### src/rtl/mem_stage_pkg.sv
// mem_stage_pkg: shared widths, memory op codes and lane-steering helpers
// for the memory-access stage.
//   DATA_W / REG_W : data and register-address widths
//   ZERO_WORD      : all-zero data word
//   mem_op_e       : MEM_NOP and the load/store op codes carried on memop_i
//   mem_req_t      : per-transaction state latched when a bus access starts
package mem_stage_pkg;

  localparam int DATA_W = 32;
  localparam int REG_W  = 5;
  localparam logic [DATA_W-1:0] ZERO_WORD = '0;

  typedef enum logic [3:0] {
    MEM_NOP = 4'd0,
    MEM_LB  = 4'd1,
    MEM_LBU = 4'd2,
    MEM_LH  = 4'd3,
    MEM_LHU = 4'd4,
    MEM_LW  = 4'd5,
    MEM_SB  = 4'd6,
    MEM_SH  = 4'd7,
    MEM_SW  = 4'd8
  } mem_op_e;

  typedef enum logic {ST_IDLE, ST_BUS} mem_state_e;

  typedef struct packed {
    logic [3:0]       op;
    logic [REG_W-1:0] waddr;
    logic [1:0]       off;    // byte offset after alignment forcing
    logic             flush;  // flush seen at entry or while waiting
  } mem_req_t;

  function automatic logic is_load(logic [3:0] op);
    return op inside {MEM_LB, MEM_LBU, MEM_LH, MEM_LHU, MEM_LW};
  endfunction

  function automatic logic is_store(logic [3:0] op);
    return op inside {MEM_SB, MEM_SH, MEM_SW};
  endfunction

  function automatic logic is_half(logic [3:0] op);
    return op inside {MEM_LH, MEM_LHU, MEM_SH};
  endfunction

  function automatic logic is_word(logic [3:0] op);
    return op inside {MEM_LW, MEM_SW};
  endfunction

  // Low address bits that are meaningless for the access size are dropped.
  function automatic logic [1:0] align_off(logic [3:0] op, logic [1:0] off);
    if (is_word(op))      return 2'b00;
    else if (is_half(op)) return {off[1], 1'b0};
    else                  return off;
  endfunction

  function automatic logic misaligned(logic [3:0] op, logic [1:0] off);
    return (is_half(op) & off[0]) | (is_word(op) & (off != 2'b00));
  endfunction

  // Big-endian lanes: offset 0 is lane 3 (bits 31:24).
  function automatic logic [3:0] lane_sel(logic [3:0] op, logic [1:0] off);
    if (is_word(op))      return 4'b1111;
    else if (is_half(op)) return off[1] ? 4'b0011 : 4'b1100;
    else                  return 4'b1000 >> off;
  endfunction

  // Store data is replicated into every lane; bus_sel picks the live one.
  function automatic logic [DATA_W-1:0] store_rep(logic [3:0] op, logic [DATA_W-1:0] d);
    if (is_word(op))      return d;
    else if (is_half(op)) return {2{d[15:0]}};
    else                  return {4{d[7:0]}};
  endfunction

endpackage

### src/rtl/mem_stage_if.sv
// mem_stage_if: single-outstanding req/ack data bus.
//   req/we/addr/sel/wdata : request, held stable by the master until ack
//   ack/rdata             : response from the slave
// Modports: master (mem_stage side), slave (memory side).
interface mem_stage_if;
  import mem_stage_pkg::*;

  logic              req;
  logic              we;
  logic [DATA_W-1:0] addr;
  logic [3:0]        sel;
  logic [DATA_W-1:0] wdata;
  logic              ack;
  logic [DATA_W-1:0] rdata;

  modport master (output req, we, addr, sel, wdata, input ack, rdata);
  modport slave  (input req, we, addr, sel, wdata, output ack, rdata);
endinterface

### src/rtl/mem_load_align.sv
// mem_load_align: picks the addressed byte/half out of a big-endian bus
// word and sign- or zero-extends it to 32 bits.
//   op    : load op code (mem_op_e)
//   off   : byte offset within the word (already aligned for halves/words)
//   rdata : raw bus read data
//   ldata : extended load value
module mem_load_align
  import mem_stage_pkg::*;
(
  input  logic [3:0]        op,
  input  logic [1:0]        off,
  input  logic [DATA_W-1:0] rdata,
  output logic [DATA_W-1:0] ldata
);

  logic [7:0]  b;
  logic [15:0] h;

  always_comb begin
    b = 8'h00;
    case (off)
      2'd0: b = rdata[31:24];
      2'd1: b = rdata[23:16];
      2'd2: b = rdata[15:8];
      2'd3: b = rdata[7:0];
      default: b = 8'h00;
    endcase
    h = off[1] ? rdata[15:0] : rdata[31:16];

    ldata = rdata;
    case (op)
      MEM_LB:  ldata = {{24{b[7]}}, b};
      MEM_LBU: ldata = {24'h0, b};
      MEM_LH:  ldata = {{16{h[15]}}, h};
      MEM_LHU: ldata = {16'h0, h};
      default: ldata = rdata;
    endcase
  end

endmodule

### src/rtl/mem_stage.sv
// mem_stage: memory-access stage and MEM/WB register.
// Non-memory ops are registered straight through; loads/stores run one
// req/ack bus transaction while stall_req_o holds upstream.
// Optional macro MEM_ALIGN_CHECK_EN: trap misaligned accesses (adel_o/ades_o)
// instead of silently forcing alignment.
// Ports:
//   clk, rst                     : clock, synchronous active-high reset
//   valid_i, wdata_i, waddr_i,
//   we_i, memop_i, maddr_i,
//   sdata_i, flush_i             : execute-stage outputs
//   stall_req_o                  : hold upstream this cycle
//   dbus                         : data bus (master)
//   wdata_o, waddr_o, we_o       : registered write-back
//   adel_o, ades_o               : misalignment flags (MEM_ALIGN_CHECK_EN only)
module mem_stage
  import mem_stage_pkg::*;
(
  input  logic              clk,
  input  logic              rst,
  input  logic              valid_i,
  input  logic [DATA_W-1:0] wdata_i,
  input  logic [REG_W-1:0]  waddr_i,
  input  logic              we_i,
  input  logic [3:0]        memop_i,
  input  logic [DATA_W-1:0] maddr_i,
  input  logic [DATA_W-1:0] sdata_i,
  input  logic              flush_i,
  output logic              stall_req_o,
  mem_stage_if.master       dbus,
  output logic [DATA_W-1:0] wdata_o,
  output logic [REG_W-1:0]  waddr_o,
`ifdef MEM_ALIGN_CHECK_EN
  output logic              adel_o,
  output logic              ades_o,
`endif
  output logic              we_o
);

  mem_state_e        state;
  mem_req_t          req_q;
  logic [DATA_W-1:0] ldata;
  logic              is_mem;
  logic              mis;

  always_comb begin
    is_mem = valid_i & (is_load(memop_i) | is_store(memop_i));
`ifdef MEM_ALIGN_CHECK_EN
    mis = misaligned(memop_i, maddr_i[1:0]);
`else
    mis = 1'b0;
`endif
  end

  // A trapped misaligned op writes back immediately, so it never stalls.
  assign stall_req_o = ((state == ST_IDLE) & is_mem & ~mis) |
                       ((state == ST_BUS) & ~dbus.ack);

  mem_load_align u_align (
    .op    (req_q.op),
    .off   (req_q.off),
    .rdata (dbus.rdata),
    .ldata (ldata)
  );

  always_ff @(posedge clk) begin
    if (rst) begin
      state      <= ST_IDLE;
      req_q      <= '0;
      dbus.req   <= 1'b0;
      dbus.we    <= 1'b0;
      dbus.addr  <= ZERO_WORD;
      dbus.sel   <= 4'b0000;
      dbus.wdata <= ZERO_WORD;
      wdata_o    <= ZERO_WORD;
      waddr_o    <= '0;
      we_o       <= 1'b0;
    end else begin
      case (state)
        ST_IDLE: begin
          if (is_mem && !mis) begin
            // A flush arriving with the op still lets the access run (it
            // cannot be withdrawn once issued); it only kills write-back.
            req_q      <= '{op: memop_i, waddr: waddr_i,
                            off: align_off(memop_i, maddr_i[1:0]), flush: flush_i};
            dbus.req   <= 1'b1;
            dbus.we    <= is_store(memop_i);
            dbus.addr  <= {maddr_i[DATA_W-1:2], 2'b00};
            dbus.sel   <= lane_sel(memop_i, maddr_i[1:0]);
            dbus.wdata <= store_rep(memop_i, sdata_i);
            we_o       <= 1'b0;
            state      <= ST_BUS;
          end else begin
            // Pass-through; a trapped memory op lands here with we_o=0.
            wdata_o <= wdata_i;
            waddr_o <= waddr_i;
            we_o    <= we_i & valid_i & ~flush_i & ~is_mem;
          end
        end
        ST_BUS: begin
          req_q.flush <= req_q.flush | flush_i;
          if (dbus.ack) begin
            dbus.req <= 1'b0;
            dbus.we  <= 1'b0;
            waddr_o  <= req_q.waddr;
            we_o     <= is_load(req_q.op) & ~(req_q.flush | flush_i);
            if (is_load(req_q.op)) wdata_o <= ldata;
            state    <= ST_IDLE;
          end
        end
        default: state <= ST_IDLE;
      endcase
    end
  end

`ifdef MEM_ALIGN_CHECK_EN
  // Flags follow every IDLE-cycle write-back and clear on bus completion.
  always_ff @(posedge clk) begin
    if (rst) begin
      adel_o <= 1'b0;
      ades_o <= 1'b0;
    end else if (state == ST_IDLE) begin
      adel_o <= is_mem & mis & is_load(memop_i);
      ades_o <= is_mem & mis & is_store(memop_i);
    end else if (dbus.ack) begin
      adel_o <= 1'b0;
      ades_o <= 1'b0;
    end
  end
`endif

endmodule

### src/flat_wrapper.sv
// flat-port wrapper written by rule: the top's interface ports become plain ports
module mem_stage_flat import mem_stage_pkg::*;
  (clk, rst, valid_i, wdata_i, waddr_i, we_i, memop_i, maddr_i, sdata_i, flush_i, stall_req_o, wdata_o, waddr_o, we_o, dbus_req, dbus_we, dbus_addr, dbus_sel, dbus_wdata, dbus_ack, dbus_rdata);
  mem_stage_if dbus_i ();
  input  logic clk;
  input  logic rst;
  input  logic valid_i;
  input  logic [DATA_W-1:0] wdata_i;
  input  logic [REG_W-1:0] waddr_i;
  input  logic we_i;
  input  logic [3:0] memop_i;
  input  logic [DATA_W-1:0] maddr_i;
  input  logic [DATA_W-1:0] sdata_i;
  input  logic flush_i;
  output logic stall_req_o;
  output logic [DATA_W-1:0] wdata_o;
  output logic [REG_W-1:0] waddr_o;
  output logic we_o;
  output wire logic [$bits(dbus_i.req)-1:0] dbus_req;
  output wire logic [$bits(dbus_i.we)-1:0] dbus_we;
  output wire logic [$bits(dbus_i.addr)-1:0] dbus_addr;
  output wire logic [$bits(dbus_i.sel)-1:0] dbus_sel;
  output wire logic [$bits(dbus_i.wdata)-1:0] dbus_wdata;
  input wire logic [$bits(dbus_i.ack)-1:0] dbus_ack;
  input wire logic [$bits(dbus_i.rdata)-1:0] dbus_rdata;
  assign dbus_req = dbus_i.req;
  assign dbus_we = dbus_i.we;
  assign dbus_addr = dbus_i.addr;
  assign dbus_sel = dbus_i.sel;
  assign dbus_wdata = dbus_i.wdata;
  assign dbus_i.ack = dbus_ack;
  assign dbus_i.rdata = dbus_rdata;
  mem_stage u_core (.clk(clk), .rst(rst), .valid_i(valid_i), .wdata_i(wdata_i), .waddr_i(waddr_i), .we_i(we_i), .memop_i(memop_i), .maddr_i(maddr_i), .sdata_i(sdata_i), .flush_i(flush_i), .stall_req_o(stall_req_o), .dbus(dbus_i), .wdata_o(wdata_o), .waddr_o(waddr_o), .we_o(we_o));
endmodule
### config.mk
export PLATFORM = sky130hd
export DESIGN_NAME = mem_stage_flat
export DESIGN_NICKNAME = d
export VERILOG_FILES = /design/src/rtl/mem_stage_pkg.sv /design/src/rtl/mem_stage_if.sv /design/src/rtl/mem_load_align.sv /design/src/rtl/mem_stage.sv /design/src/flat_wrapper.sv
export SDC_FILE = /design/constraint.sdc
export NUM_CORES = 1
export LEC_CHECK = 0
export ABC_AREA = 1
export BUFFER_PORTS_ARGS = -buffer_cell sky130_fd_sc_hd__buf_2
export CAP_MARGIN = 40
export CELL_PAD_IN_SITES_DETAIL_PLACEMENT = 2
export CELL_PAD_IN_SITES_GLOBAL_PLACEMENT = 2
export CORE_MARGIN = 2
export CORE_UTILIZATION = 23
export DETAILED_ROUTE_END_ITERATION = 10
export PLACE_DENSITY = 0.8
export SYNTH_ARGS = -nofsm -noshare
export SYNTH_HDL_FRONTEND = slang
export SYNTH_SLANG_ARGS = --single-unit
### constraint.sdc
create_clock -name clk -period 1.22 [get_ports clk]
set_input_delay 0.061 -clock clk [delete_from_list [all_inputs] [get_ports clk]]
set_output_delay 0.061 -clock clk [all_outputs]
set_load 0.02 [all_outputs]
==> impl_metrics.prom <==
# TYPE chip_impl_metric gauge
chip_impl_metric{name="postPlaceCellArea",unit="µm²"} 8250
chip_impl_metric{name="maxCapViolations",unit=""} 0
chip_impl_metric{name="effective_utilization_at_floorplan",unit=""} 0.232
chip_impl_metric{name="final-setup-viol-count",unit=""} 88
chip_impl_metric{name="routed_wl",unit="mm"} 37.3
chip_impl_metric{name="synthDistinctLibCells",unit=""} 31
chip_impl_metric{name="synth_cell_area",unit="µm²"} 6210
chip_impl_metric{name="cp_slowest_stage_delay",unit="ns"} 0.35
chip_impl_metric{name="timing.setup.tns",unit="ns"} -8.52
chip_impl_info{name="run_status",value="finished, violations left"} 1
chip_impl_metric{name="timing.final.ws_setup",unit="ns"} -0.271
chip_impl_metric{name="synth-warning-count",unit=""} 0
chip_impl_metric{name="fp-row-count",unit=""} 60
chip_impl_metric{name="post_synth_inst_count",unit=""} 918
chip_impl_metric{name="gp_congestion",unit=""} 0.811
chip_impl_info{name="rsz0062_at_grt",value="true"} 1
chip_impl_metric{name="number_of_synthesized_flops_with_an_enable_pin",unit=""} 0
chip_impl_metric{name="period_needed",unit="ns"} 1.49
chip_impl_metric{name="postSynthRegisterBits",unit=""} 119
chip_impl_metric{name="cts-root-to-sink-buffers",unit=""} 2
chip_impl_info{name="critical_path.top_delay_family",value="simple AND/OR/NAND/NOR gates"} 1
chip_impl_info{name="violations",value="setup timing"} 1
chip_impl_metric{name="core_area",unit="µm²"} 26700
chip_impl_info{name="mostFrequentLayoutCells",value="248 x buf_2, 197 x nand2_1, 113 x dfxtp_1, 70 x a21oi_2, 70 x dlygate4sd3_1"} 1
chip_impl_metric{name="syn2layout_area_growth",unit="%"} 82.8
chip_impl_metric{name="drt_pass1_iterations",unit=""} 4
chip_impl_metric{name="post-route-drc-count",unit=""} 0
chip_impl_metric{name="route.vias.total",unit=""} 8274
chip_impl_metric{name="p_leak",unit="nW"} 5.33
chip_impl_metric{name="number_of_global_route_vias_before_repair",unit=""} 8972
chip_impl_metric{name="tritoncts.num_buffers",unit=""} 17
chip_impl_metric{name="postSynthAreaPerCell",unit="µm²"} 6.76
chip_impl_metric{name="measured_slew_at_the_worst_slew_check_pin",unit="ns"} 0.678
chip_impl_metric{name="grt_antenna_before_repair",unit=""} 1
chip_impl_metric{name="finish.instance_area",unit="µm²"} 11300
chip_impl_metric{name="worstPathBufferInverterCount",unit=""} 1
chip_impl_metric{name="synth_sequential_area_ratio",unit=""} 0.384
chip_impl_metric{name="power_density",unit="nW/µm²"} 1240
chip_impl_info{name="clockRootBuffer",value="clkbuf_16"} 1
chip_impl_metric{name="route.detailed.wl_per_inst",unit="µm"} 22.6
chip_impl_metric{name="design_power_total",unit="mW"} 14.1
chip_impl_metric{name="die_height",unit="µm"} 168
chip_impl_metric{name="whs",unit="ns"} 0.0154
chip_impl_metric{name="grt_pass1_wl",unit="mm"} 50.6
chip_impl_metric{name="worst_slew_margin_rel",unit=""} 0.548
chip_impl_metric{name="numClockSinks",unit=""} 119
chip_impl_info{name="path_cells",value="nor2_4, nand2_4, nand2_4, nand2_8, buf_4, nand3b_1, nand2_1, a21oi_2"} 1
chip_impl_metric{name="route.antenna.remaining_nets",unit=""} 0
chip_impl_metric{name="route.detailed.vias_per_inst",unit=""} 5.01
chip_impl_metric{name="grt_overflow",unit=""} 0
chip_impl_info{name="critical_path.endpoint_type",value="register"} 1
chip_impl_metric{name="skew",unit="ns"} 0.0118
chip_impl_metric{name="globalRouteTotalUtil",unit=""} 0.230
chip_impl_info{name="critical_path_class",value="reg -> reg"} 1
chip_impl_metric{name="die_width",unit="µm"} 168
chip_impl_info{name="timing.critical_path.slowest_stage_cell",value="dfxtp_2"} 1
chip_impl_info{name="hp-class",value="in -> reg"} 1
chip_impl_metric{name="layout_cells_excl_fill",unit=""} 1650
chip_impl_metric{name="dieArea",unit="µm²"} 28300
chip_impl_metric{name="cp_max_fo",unit=""} 5
chip_impl_metric{name="async_flop_share",unit=""} 0
chip_impl_info{name="tritoncts",value="done"} 1
chip_impl_metric{name="cts.reportedPaths.clkPinSlew",unit="ns"} 0.06
chip_impl_info{name="setup.worst_path.start_class",value="register"} 1
chip_impl_metric{name="place.detailed.hpwl",unit="mm"} 19.9
chip_impl_metric{name="achievable-frequency",unit="GHz"} 0.671
chip_impl_metric{name="worstPathRequired",unit="ns"} 1.55
chip_impl_metric{name="numPlacedInstances",unit=""} 1511
chip_impl_metric{name="clk_latency",unit="ns"} 0.42
chip_impl_metric{name="power.ir.vdd_worst",unit="mV"} 0.655
chip_impl_metric{name="worst-endpoint-arrival",unit="ns"} 1.82
chip_impl_metric{name="drt-initial-drc-count",unit=""} 317
chip_impl_metric{name="report.final.slew_viol_count",unit=""} 0
chip_impl_metric{name="io_buffer_count",unit=""} 249
chip_impl_info{name="cpMostUsedCell",value="nand2_4"} 1
chip_impl_info{name="yosys_most_used_dff",value="dfxtp_1"} 1
chip_impl_metric{name="maximum_number_of_pins_on_one_net_before_global_route_repair",unit=""} 51
chip_impl_info{name="layout.cells.most_common",value="buf_2"} 1
chip_impl_metric{name="drive_gt1_frac",unit=""} 0.490
chip_impl_metric{name="ctsHtreeMaxLevel",unit=""} 4
chip_impl_metric{name="pin_count",unit=""} 252
chip_impl_metric{name="hold_viol_final",unit=""} 0
chip_impl_metric{name="nets",unit=""} 1438
chip_impl_metric{name="min_period_over_period",unit=""} 1.22
-- path summary, 6_finish.rpt --
check	start	to	slack [ns]	cells after the start
setup / recovery	u_core.req_q[11]	u_core.wdata_o[15]	-0.27	8
hold / removal	wdata_i[17]	u_core.wdata_o[17]	0.02	4
setup reg to reg	u_core.req_q[11]	u_core.wdata_o[15]	-0.27	8
hold reg to reg	u_core.dbus.addr[8]	u_core.dbus.addr[8]	0.48	2
-- worst min-delay path: stages --
cell and delay [ns]:
buf_2 0.08, or2_2 0.10, nand2_1 0.04, a21oi_1 0.10
-- where the power goes --
part	internal [mW]	switching, mW	total (mW)
Clock	3.08	2.25	5.32
Combinational	1.81	2.45	4.26
Sequential	4.21	0.268	4.48
Total	9.10	4.97	14.1
-- cells in the mapped netlist (3+ instances only) --
library cell | n | area share
nor2_1 | 37 | 0.022
inv_2 | 5 | 0.0030
nand3b_1 | 32 | 0.039
buf_1 | 3 | 0.0018
a21oi_1 | 107 | 0.086
o21ai_1 | 20 | 0.016
nand2_2 | 3 | 0.0030
o21ai_0 | 60 | 0.048
nor2_2 | 3 | 0.0030
buf_6 | 9 | 0.016
dfxtp_1 | 119 | 0.38
clkbuf_1 | 22 | 0.013
buf_4 | 7 | 0.0085
nand2_1 | 258 | 0.16
inv_1 | 56 | 0.034
a21boi_0 | 8 | 0.0097
a21oi_2 | 3 | 0.0042
nand3_1 | 72 | 0.058
buf_2 | 28 | 0.023
nand4_1 | 17 | 0.017
or2_2 | 32 | 0.032
a21boi_1 | 6 | 0.0073
-- timing repair --
item,4_1_cts,5_1_grt
hold buffers,70,0
resized for setup,137,223
setup endpoints to repair,118,118
gates cloned,10,9
setup buffers,18,7
endpoints found under the hold margin,78,0
pin swaps,9,35
-- registers in the layout, indices dropped and copies added, names as in the netlist --
name and cells:
u_core.dbus.sel 4, u_core.dbus.we 1, u_core.wdata_o 32, u_core.dbus.addr 30
u_core.dbus.req 1, u_core.req_q 12, u_core.dbus.wdata 32, u_core.waddr_o 5
u_core.we_o 1, u_core.state 1
-- metal layers --
metal  vias to the layer above  part of all wire  global-route usage
met5                         -                 0                   0
met4                         0             0.039              0.0671
met3                        89             0.050              0.0454
met2                       308              0.52               0.428
met1                      4107              0.39               0.265
li1                       3770                 -                   -
-- logic make-up (layout without fill, tap and decap cells) --
family / count (synthesis) / count (layout) / share of synthesized area
simple gates: 459 / 461 / 0.338
compound gates: 209 / 209 / 0.178
buf+inv: 130 / 517 / 0.0994
flops: 119 / 119 / 0.384
other cells: 1 / 3 / 0.000604
-- area by class of cell --
class,count,area [µm²]
Multi-Input combinational cell,672,4320
Tap cell,341,427
Clock buffer,18,429
Fill cell,2976,15400
Clock inverter,14,163
Inverter,61,244
Sequential cell,119,2400
Antenna cell,1,2.50
Timing Repair Buffer,424,3360
-- through the flow --
step | setup slack [ns] | util
2_1_floorplan | -0.00949 | -
3_3_place_gp | -0.282 | 0.309
5_1_grt | -0.346 | 0.424
6_report | -0.271 | 0.425
4_1_cts | -0.187 | 0.387
3_5_place_dp | -0.318 | 0.309
No activity file was read; power rests on OpenSTA's default activity.
